[config.mk]
export PLATFORM = sky130hd
export DESIGN_NAME = post_neuron_mem_arbiter
export DESIGN_NICKNAME = d
export VERILOG_FILES = /design/src/rtl/snn_ff_pkg.sv /design/src/rtl/post_neuron_rr_arb2.sv /design/src/rtl/post_neuron_mem_arbiter.sv
export SDC_FILE = /design/constraint.sdc
export NUM_CORES = 1
export LEC_CHECK = 0
export CAP_MARGIN = 20
export CORE_ASPECT_RATIO = 0.5
export CORE_MARGIN = 2
export CORE_UTILIZATION = 23
export CTS_BUF_LIST = sky130_fd_sc_hd__clkbuf_16
export DETAILED_ROUTE_END_ITERATION = 10
export PLACE_DENSITY_LB_ADDON = 0.12
export SYNTH_ARGS = -nofsm -noshare
export SYNTH_HDL_FRONTEND = slang
export SYNTH_SLANG_ARGS = --single-unit
[constraint.sdc]
create_clock -name CLK -period 1.5 [get_ports CLK]
set_clock_uncertainty 0.15 [all_clocks]
set_input_delay 0.15 -clock CLK [delete_from_list [all_inputs] [get_ports CLK]]
set_output_delay 0.15 -clock CLK [all_outputs]
set_load 0.02 [all_outputs]
[src/rtl/snn_ff_pkg.sv]
// Shared types for the post-neuron state SRAM arbiter: requester IDs and FSM states.
package snn_ff_pkg;

    // Requester identity; also the bit position of each requester in the arbiter vectors
    typedef enum logic {
        REQ_ENG  = 1'b0,
        REQ_HOST = 1'b1
    } req_id_e;

    // Arbiter ownership state
    typedef enum logic {
        ST_FREE       = 1'b0,
        ST_ENG_LOCKED = 1'b1
    } arb_state_e;

endpackage

[src/rtl/post_neuron_rr_arb2.sv]
// Two-way round-robin arbiter with a per-requester mask. One-bit pointer
// selects the favoured side on contention and flips away from each winner.
module post_neuron_rr_arb2
    import snn_ff_pkg::*;
(
    input  logic       clk,
    input  logic       rst,
    input  logic [1:0] req,
    input  logic [1:0] mask,
    output logic [1:0] gnt
);

    logic [1:0] elig;
    req_id_e    ptr_q;
    req_id_e    ptr_d;

    assign elig = req & ~mask;

    // Grant the lone eligible requester, or the favoured side when both compete
    always_comb begin
        gnt = 2'b00;
        if (elig == 2'b11) begin
            gnt[ptr_q] = 1'b1;
        end else begin
            gnt = elig;
        end
    end

    // After any grant, favour the side that did not win
    always_comb begin
        ptr_d = ptr_q;
        if (gnt[REQ_ENG]) begin
            ptr_d = REQ_HOST;
        end else if (gnt[REQ_HOST]) begin
            ptr_d = REQ_ENG;
        end
    end

    // Pointer register; favours the engine out of reset
    always_ff @(posedge clk or posedge rst) begin
        if (rst) begin
            ptr_q <= REQ_ENG;
        end else begin
            ptr_q <= ptr_d;
        end
    end

endmodule

[src/rtl/post_neuron_mem_arbiter.sv]
// Shares the single-port post-neuron state SRAM between the neuron update
// engine and the host config port. The engine may lock the SRAM for an atomic
// read-modify-write; a watchdog breaks a lock held too long and flags it.
module post_neuron_mem_arbiter
    import snn_ff_pkg::*;
#(
    parameter int ADDR_WIDTH = 8,
    parameter int DATA_WIDTH = 32,
    parameter int LOCK_MAX   = 15
) (
    input  logic                  CLK,
    input  logic                  RST,
    input  logic                  eng_req,
    input  logic                  eng_we,
    input  logic [ADDR_WIDTH-1:0] eng_addr,
    input  logic [DATA_WIDTH-1:0] eng_wdata,
    input  logic                  eng_lock,
    output logic                  eng_gnt,
    output logic                  eng_rvalid,
    output logic [DATA_WIDTH-1:0] eng_rdata,
    input  logic                  host_req,
    input  logic                  host_we,
    input  logic [ADDR_WIDTH-1:0] host_addr,
    input  logic [DATA_WIDTH-1:0] host_wdata,
    output logic                  host_gnt,
    output logic                  host_rvalid,
    output logic [DATA_WIDTH-1:0] host_rdata,
    output logic                  sram_cs,
    output logic                  sram_we,
    output logic [ADDR_WIDTH-1:0] sram_a,
    output logic [DATA_WIDTH-1:0] sram_d,
    input  logic [DATA_WIDTH-1:0] sram_q,
    output logic                  lock_err
);

    localparam int              CNT_W    = $clog2(LOCK_MAX + 1);
    localparam logic [CNT_W-1:0] CNT_LAST = CNT_W'(LOCK_MAX - 1);

    arb_state_e       state_q, state_d;
    logic [CNT_W-1:0] cnt_q, cnt_d;
    logic             lock_err_q, lock_err_d;
    logic             armed_q, armed_d;
    logic             rd_pend_q, rd_pend_d;
    req_id_e          rd_owner_q, rd_owner_d;
    logic [1:0]       arb_req;
    logic [1:0]       arb_mask;
    logic [1:0]       arb_gnt;

    // Requests are suppressed while reset is held so no access leaks out
    assign arb_req  = {host_req, eng_req} & {2{~RST}};
    // The host is shut out for the whole time the engine owns the lock
    assign arb_mask = {state_q == ST_ENG_LOCKED, 1'b0};

    post_neuron_rr_arb2 u_arb (
        .clk  (CLK),
        .rst  (RST),
        .req  (arb_req),
        .mask (arb_mask),
        .gnt  (arb_gnt)
    );

    assign eng_gnt  = arb_gnt[REQ_ENG];
    assign host_gnt = arb_gnt[REQ_HOST];
    assign sram_cs  = eng_gnt | host_gnt;

    // Steer the granted requester onto the SRAM pins
    always_comb begin
        sram_we = eng_gnt & eng_we;
        sram_a  = eng_addr;
        sram_d  = eng_wdata;
        if (host_gnt) begin
            sram_we = host_we;
            sram_a  = host_addr;
            sram_d  = host_wdata;
        end
    end

    // Lock FSM next state, watchdog counter, sticky error and rearm flag
    always_comb begin
        state_d    = state_q;
        cnt_d      = cnt_q;
        lock_err_d = lock_err_q;
        armed_d    = armed_q | ~eng_lock;
        case (state_q)
            ST_FREE: begin
                if (eng_gnt && !eng_we && eng_lock && armed_q) begin
                    state_d = ST_ENG_LOCKED;
                    cnt_d   = '0;
                end
            end
            ST_ENG_LOCKED: begin
                if (!eng_lock) begin
                    state_d = ST_FREE;
                end else if (cnt_q == CNT_LAST) begin
                    // Watchdog: force release and ignore eng_lock until it drops
                    state_d    = ST_FREE;
                    lock_err_d = 1'b1;
                    armed_d    = 1'b0;
                end else begin
                    cnt_d = cnt_q + CNT_W'(1);
                end
            end
            default: state_d = ST_FREE;
        endcase
    end

    // Lock FSM registers
    always_ff @(posedge CLK or posedge RST) begin
        if (RST) begin
            state_q    <= ST_FREE;
            cnt_q      <= '0;
            lock_err_q <= 1'b0;
            armed_q    <= 1'b1;
        end else begin
            state_q    <= state_d;
            cnt_q      <= cnt_d;
            lock_err_q <= lock_err_d;
            armed_q    <= armed_d;
        end
    end

    // Remember whether a read was issued this cycle and on whose behalf
    always_comb begin
        rd_pend_d  = sram_cs & ~sram_we;
        rd_owner_d = host_gnt ? REQ_HOST : REQ_ENG;
    end

    // Read-return tracking; reset drops any read still in flight
    always_ff @(posedge CLK or posedge RST) begin
        if (RST) begin
            rd_pend_q  <= 1'b0;
            rd_owner_q <= REQ_ENG;
        end else begin
            rd_pend_q  <= rd_pend_d;
            rd_owner_q <= rd_owner_d;
        end
    end

    assign eng_rvalid  = rd_pend_q & (rd_owner_q == REQ_ENG);
    assign host_rvalid = rd_pend_q & (rd_owner_q == REQ_HOST);
    assign eng_rdata   = sram_q;
    assign host_rdata  = sram_q;
    assign lock_err    = lock_err_q;

endmodule
* Word level (Yosys, flattened, before mapping)
Cells that the tools add are included.
Word-level totals: flip-flop bits (word level) 10, input bits 119, output and inout port bits 111, word-level logic and storage cells 57
Cells by class: add/subtract/negate cells 1, order comparisons 2, eq/ne operators 5, muxes and demuxes 20, bitwise gates (word level) 14, reduce and logical (&&, ||, !) cells 8
Operator list (count):
- two-way mux 32 bit | 1
- two-way mux 4 bit | 3
- two-way mux 1 bit | 11
- two-way mux 8 bit | 1
- case mux 4 bit (2 select lines) | 1
- inequality test 2 bit (second input constant) | 3
- AND reduction 3 bit | 2
- NOT 1 bit | 5
- adder 4 x 1 -> 4 bit (second input constant) | 1
- bitwise AND 1 bit | 4
- bitwise AND 2 bit | 2
- == test 4 bit (second input constant) | 1
- logical AND 1 bit | 4
- == test 2 bit (second input constant) | 1
- less-than comparator 1 x 2 -> 1 bit (second input constant) | 1
- two-way mux 2 bit | 1
- NOT 2 bit | 1
- bitwise OR 1 bit | 2
- case mux 1 bit (2 select lines) | 1
- nonzero test 2 bit | 1
- demux 1 bit (select 1 bit) | 1
- >= comparator 1 bit (second input constant) | 1
- logical NOT 1 bit | 1

* Longest topological paths before layout
Gate-level depths: netlist of the first run.
depth in word-level cells 10, gate-level depth with buffers 5, gate-level depth less buffers 5

* Modules after synthesis
A second synthesis of the first run with hierarchy kept.
Second synthesis, totals: cell total of the unflattened synthesis 164, area, all modules 1684.1 sq um
By module, submodules not included:
- post_neuron_mem_arbiter | times used 1, cells an instance 154, area an instance 1595.3 sq um, seq. area each 226.5 sq um
- post_neuron_rr_arb2 | times used 1, cells an instance 10, area an instance 88.8 sq um, seq. area each 25.0 sq um

* Worst setup path after synthesis of the first run
Ideal clock, no wire load.
path kind register to output, from register state_q, to output port sram_a[0], data arrival time 1.257 ns, path slack -0.057 ns, cell stages (with the launch flop) 5, cell sequence dfrtp_1 > nor3b_2 > nand2_2 > buf_6 > mux2_4
Between the ends: cells in the longest elaborated chain, start to end 5
Ends and longest elaborated chain:
- from (decl) | RTL line post_neuron_mem_arbiter.sv:39 | arb_state_e state_q, state_d;
- from (signal assigned) | RTL line post_neuron_mem_arbiter.sv:115 | state_q <= state_d;
- NOT 2 bit (*) | RTL line post_neuron_rr_arb2.sv:17 | assign elig = req & ~mask;
- bitwise AND 2 bit (*) | RTL line post_neuron_rr_arb2.sv:17
- == test 2 bit | RTL line post_neuron_rr_arb2.sv:22 | if (elig == 2'b11) begin
- two-way mux 2 bit (*) | RTL line post_neuron_rr_arb2.sv:22
- two-way mux 8 bit (*) | RTL line post_neuron_mem_arbiter.sv:71 | if (host_gnt) begin
- to (decl) | RTL line post_neuron_mem_arbiter.sv:30 | output logic [ADDR_WIDTH-1:0] sram_a,
Every way passes the cells marked *; elsewhere a longest branch is shown, timed or not.

* Worst setup path after layout of the first run
from register state_q, to output port sram_d[11]
Between the ends: cells in the longest elaborated chain, start to end 5
Ends and longest elaborated chain:
- NOT 2 bit (*) | RTL line post_neuron_rr_arb2.sv:17
- bitwise AND 2 bit (*) | RTL line post_neuron_rr_arb2.sv:17
- == test 2 bit | RTL line post_neuron_rr_arb2.sv:22
- two-way mux 2 bit (*) | RTL line post_neuron_rr_arb2.sv:22
- two-way mux 32 bit (*) | RTL line post_neuron_mem_arbiter.sv:71
- to (decl) | RTL line post_neuron_mem_arbiter.sv:31 | output logic [DATA_WIDTH-1:0] sram_d,
Marked as above.

==> impl_metrics.json, run 1 <==
{
  "setup_violations": 49,
  "multi_input_area_um2": 938.4,
  "cp_max_fo": 23,
  "synth_fa_ha_area_share_pct": 1.483,
  "yosysTopAreaCell": "mux2_4",
  "pre_cts_slack_ps": -850.3,
  "synth_cell_types": 29,
  "routed_wl_um": 5312,
  "slew_violations": 0,
  "syn-cell-area_um2": 1688,
  "fillers": 698,
  "fin_nets": 377,
  "synth_top_family_by_area": "multiplexers",
  "cp.required_ps": 1200,
  "dr.pass1.iters": 3,
  "fmax_mhz": 515.2,
  "period_needed_ps": 1941,
  "ant_nets": 0,
  "synth_compound_area_share_pct": 5.708,
  "async_reset_ff_share_pct": 100.0,
  "rsz0062_at_grt": "true",
  "first_global_vias": 1454,
  "wl_met3_um": 457,
  "syn_nets": 286,
  "synth_ff_type": "dfrtp_1",
  "final_hold_viol_count": 0,
  "tns_ps": -18810,
  "synthTopCellsByArea": "mux2_4, buf_4, dfrtp_1, buf_6, nand3b_1",
  "die_area_um2": 8082,
  "yosys_register_bits": 10,
  "yosys_warnings": 0,
  "cp.arrival_ps": 1640,
  "netlist_instances": 165,
  "synth_most_common_cell": "buf_4",
  "synth-edff-count": 0,
  "synthTopCellsByCount": "buf_4, mux2_4, dfrtp_1, inv_1",
  "slew-limit-headroom_pct": 77.19,
  "top_layer_used": "met4",
  "synthToLayoutAreaGrowth_pct": 73.54,
  "antenna_found_initial": 0,
  "dp_hpwl_um": 4466,
  "diodes": 0,
  "ir_drop_mv": 0.6191,
  "fp.dieW_um": 125.2,
  "clk_latency_ps": 240,
  "drt-wirelength-per-cell_um": 15.13,
  "violations": "negative setup slack",
  "clkSlewWorstSetupHoldPaths_ps": 40,
  "synth_top_area_share_pct": 34.69,
  "routed-wl-met2_um": 2859,
  "maxCapViolCount": 0,
  "initial_core_util_pct": 23.40,
  "die_h_um": 64.58,
  "reg2reg_depth": 6,
  "grt_max_degree": 24,
  "cts_tree": "yes",
  "hold_depth": 0,
  "max_slew.worst_pin.slew_ps": 342.2,
  "numCtsBuffers": 3,
  "leakage_nw": 1.377,
  "cts.sinks": 10,
  "synthSimpleGateAreaFrac_pct": 9.266,
  "critPathCaptureType": "output port",
  "place_congestion": 0.7888,
  "core_um2": 7212,
  "overflow": 0,
  "grt_pass1_wl_um": 7521,
  "met1_length_um": 1937,
  "status": "finished, violations left",
  "cp-start-kind": "flip-flop",
  "period_share_pct": 129.4,
  "drc": 0,
  "vias_per_cell": 4.003,
  "dr_total_vias": 1405,
  "synthMuxAreaShare_pct": 35.95,
  "register_area_um2": 251.5,
  "io_pins": 230,
  "syn_area_per_cell_um2": 10.23,
  "synth-xor-area-share_pct": 0,
  "worstSetupPathType": "flip-flop to output port",
  "h-tree-depth": 1,
  "grt_use_total_pct": 11.86,
  "yosysSeqAreaShare_pct": 14.90,
  "cts-root-buf": "clkbuf_16",
  "final_layout_size_suffix_gt1_share_pct": 47.45,
  "cts_buffer_depth": 2,
  "hp-class": "input port to output port",
  "power_density_nw_per_um2": 678.0,
  "num_rows": 22,
  "port_buffers": 133,
  "setup_ws_ps": -441.1,
  "drt-initial-drc-count": 29
}
==> final timing paths <==
kind	from	end	slack, ps
max	state_q	sram_d[11]	-440
min	sram_q[10]	eng_rdata[10]	150
max reg2reg	state_q	cnt_q[0]	-200
min reg2reg	lock_err	lock_err	320
max in group asynchronous	RST	armed_q	700
min in group asynchronous	RST	u_arb.ptr_q	280
==> through the flow <==
| stage | hold WS, ps | instances | power (mW) | util [%] | cell area [um2] |
|---|---|---|---|---|---|
| floorplan | -152.3 | 165 | 1.149 | - | 1688 |
| global placement | 150.2 | 342 | 1.463 | 38.25 | 2759 |
| detailed placement | 150.2 | 342 | 1.469 | 38.25 | 2759 |
| CTS | 150.2 | 349 | 1.979 | 39.52 | 2850 |
| global route | 150.0 | 351 | 2.101 | 40.61 | 2929 |
| finish | 150.0 | 351 | 1.986 | 40.61 | 2929 |
==> registers in the layout, summed over array words and instances, names as in the netlist <==
name	count
rd_pend_q	1
cnt_q	4
state_q	1
lock_err	1
rd_owner_q	1
armed_q	1
u_arb.ptr_q	1
==> layout make-up <==
cell class | count | area share, %
clock inverters | 1 | 0.1282
inverters | 7 | 0.8971
flip-flops and latches | 10 | 8.586
multi-input cells | 80 | 32.04
well taps | 96 | 4.101
clock buffers | 3 | 2.563
repair buffers | 154 | 51.69
==> kinds of logic after synthesis <==
| logic type | Yosys count |
|---|---|
| flip-flops | 10 |
| buffers and inverters | 75 |
| adder cells (fa/ha/maj) | 2 |
| AND/OR/NAND/NOR | 25 |
| multiplexers | 41 |
| AO/OA/AOI/OAI | 12 |
==> cells in the final DEF (no fill, tap or decap) <==
master / count
nand3_2: 1
nand2b_4: 1
nand2_2: 1
a21oi_1: 2
nand2b_1: 1
o221ai_2: 1
o21ai_0: 2
nor2b_1: 1
and2_1: 2
o21bai_1: 1
nand3b_1: 4
buf_6: 36
o2bb2ai_1: 1
mux2i_1: 1
nor3b_2: 1
buf_2: 9
mux2_4: 39
or3_1: 1
ha_1: 2
clkdlybuf4s50_1: 87
nand2_1: 3
inv_1: 8
o32ai_4: 1
o32ai_2: 1
nand3_1: 4
buf_4: 18
clkbuf_16: 3
dfstp_2: 1
a21oi_2: 3
and3_1: 1
and2b_2: 1
buf_12: 2
dlygate4sd2_1: 2
nand4bb_4: 1
dfrtp_1: 9
mux2_2: 1
nor2_1: 2
==> critical path: stages, from the launching register on <==
cell	delay (ps)
dfrtp_1	400
nor3b_2	220
nand2_2	120
buf_12	190
mux2_4	310
buf_2	160
==> report_power, final <==
part           internal, mW  switching, mW
registers             0.330         0.0419
logic                 0.694          0.454
clock network         0.348          0.118
total                  1.37          0.614
==> timing repair <==
item | CTS | global route
buffers inserted | 3 | 2
pin swaps | 6 | 3
hold buffers | 0 | 0
resized for setup | 239 | 19
setup endpoints to repair | 50 | 49
==> per-layer routing <==
metal | track usage [%] | vias to the layer above
li1 | - | 679
met1 | 12.58 | 653
met2 | 22.49 | 62
met3 | 4.129 | 11
met4 | 3.611 | 0
met5 | 0 | -
No activity file was read; power rests on OpenSTA's default activity.
==> run 2, diff against run 1 <==
--- a/config.mk
+++ b/config.mk
@@ -6,12 +6,13 @@
 export NUM_CORES = 1
 export LEC_CHECK = 0
 export CAP_MARGIN = 20
-export CORE_ASPECT_RATIO = 0.5
+export CORE_ASPECT_RATIO = 0.8
 export CORE_MARGIN = 2
 export CORE_UTILIZATION = 23
 export CTS_BUF_LIST = sky130_fd_sc_hd__clkbuf_16
 export DETAILED_ROUTE_END_ITERATION = 10
 export PLACE_DENSITY_LB_ADDON = 0.12
+export SKIP_LAST_GASP = 1
 export SYNTH_ARGS = -nofsm -noshare
 export SYNTH_HDL_FRONTEND = slang
 export SYNTH_SLANG_ARGS = --single-unit
==> impl_metrics.json, run 2 (synthesis results as in run 1) <==
{
  "status": "finished, violations left",
  "violations": "negative setup slack",
  "holdWs_ps": 108.4,
  "port_buffers": 133,
  "hp-class": "input port to asynchronous set/reset pin",
  "die_area_um2": 8044,
  "stdcell_area_um2": 3030,
  "maxCapViolCount": 0,
  "instances_no_fill": 354,
  "reg2reg_depth": 6,
  "rr_startpoint": "state_q",
  "period_share_pct": 137.3,
  "largest_reg_flops": 4,
  "layout_common_cells": "clkdlybuf4s50_1, mux2_4, buf_6",
  "grt_max_degree": 25,
  "power_density_nw_per_um2": 676.1,
  "cp.required_ps": 1200,
  "r2r_end": "cnt_q[3]",
  "period_needed_ps": 2060,
  "numCtsBuffers": 3,
  "synthToLayoutAreaGrowth_pct": 79.54,
  "overflow": 0,
  "clk_latency_ps": 240,
  "ctsHoldBuffers": 0,
  "pre_cts_slack_ps": -857.1,
  "regMostFlops": "cnt_q",
  "dp.cells": 335,
  "final_layout_size_suffix_gt1_share_pct": 50.19,
  "diodes": 0,
  "ir_drop_mv": 0.3159,
  "seq_power_share_pct": 18.3,
  "first_global_vias": 1461,
  "cts.sinks": 10,
  "slew_violations": 0,
  "netSwitchingPower_mw": 0.6432,
  "p_clk_share_pct": 23.0,
  "grt_use_total_pct": 12.66,
  "dp_hpwl_um": 4590,
  "grt_pass1_wl_um": 7838,
  "drc": 0,
  "share_comb_of_total_power_pct": 58.7,
  "cp-start-kind": "flip-flop",
  "fp.dieW_um": 99.78,
  "cp.arrival_ps": 1760,
  "r2r_slack_ps": -240,
  "final_hold_viol_count": 0,
  "dr_total_vias": 1484,
  "drt-wirelength-per-cell_um": 16.27,
  "worstSetupPathType": "flip-flop to output port",
  "setup_violations": 51,
  "fmax_mhz": 485.5,
  "initial_core_util_pct": 24.14,
  "h-tree-depth": 1,
  "slew-limit-headroom_pct": 76.02,
  "rsz0062_at_grt": "true",
  "clkSlewWorstSetupHoldPaths_ps": 40,
  "num_rows": 27,
  "p_int_mw": 1.406,
  "setup_ws_ps": -559.8,
  "leakage_nw": 1.456,
  "cp_max_fo": 7,
  "vias_per_cell": 4.192,
  "ant_nets": 0,
  "critPathCaptureType": "output port",
  "io_pins": 230,
  "drt-initial-drc-count": 26,
  "routed_wl_um": 5758,
  "swShare_pct": 31.39,
  "place_congestion": 0.7505,
  "fin_nets": 389,
  "antenna_found_initial": 0,
  "cts-root-buf": "clkbuf_16",
  "max_slew.worst_pin.slew_ps": 359.6,
  "layout_commonest_cell": "clkdlybuf4s50_1",
  "dr.pass1.iters": 4,
  "place_area_um2": 2763,
  "cts_buffer_depth": 2,
  "cts_tree": "yes",
  "die_h_um": 80.62,
  "core_um2": 6993
}
## run 2: cell count changes in the layout (fill, tap and decap cells not counted), sizes merged
cell,previous run,this run
dlygate4sd2,2,3
clkdlybuf4s50,87,85
buf,65,74
clkbuf,3,6
dlymetal6s2s,0,1
## run 2: critical path, cell delays in order (launching register included)
cell and delay, ps:
dfrtp_1 410, nor3b_4 260, nand2_4 130, buf_12 160, buf_12 130, mux2_4 300, buf_6 130
## run 2: power groups by stage
stage / combinational [mW] / clock, mW / sequential, mW
after floorplan: 0.758 / 0 / 0.390
after global placement: 1.10 / 0 / 0.376
after detailed placement: 1.10 / 0 / 0.375
after CTS: 1.13 / 0.483 / 0.376
after global routing: 1.28 / 0.505 / 0.391
final: 1.20 / 0.471 / 0.375
## run 2: cell type report
type / instances / area [um2]
fillers: 665 / 3963
repair buffers: 166 / 1607
multi-input cells: 80 / 955.9
flip-flops and latches: 10 / 251.5
well taps: 87 / 108.9
clock buffers: 3 / 75.07
inverters: 7 / 28.78
clock inverters: 1 / 3.754
## run 2: through the flow
stage	utilization (%)	TNS, ps	total power, mW
after detailed placement	39.51	-37550	1.476
after CTS	42.23	-23610	1.988
after floorplan	-	-2193	1.149
final	43.34	-22480	2.049
after global placement	39.51	-35870	1.474
after global routing	43.34	-25780	2.173
## run 2: how the worst max path moves through the flow
stage | start | endpoint | slack (ps) | cells after the start
after CTS | u_arb.ptr_q | sram_a[7] | -630 | 5
after global routing | state_q | sram_d[11] | -620 | 6
final | state_q | sram_d[9] | -560 | 6
after global placement | host_req | sram_d[31] | -830 | 6
after floorplan | state_q | sram_a[0] | -60 | 4
after detailed placement | host_req | sram_a[0] | -860 | 6
## run 2: per-layer routing
metal	wire length (um)	global-route usage (%)	vias up
met5	0	0	-
met1	1911	11.85	665
met3	589	6.005	28
li1	-	-	702
met4	147	4.521	0
met2	3110	24.12	89
## run 2: repair_timing
action,4_1_cts,5_1_grt
cloned,0,2
pin swaps,5,3
resized for setup,170,79
endpoints found under the setup margin,50,52
setup buffers,11,2
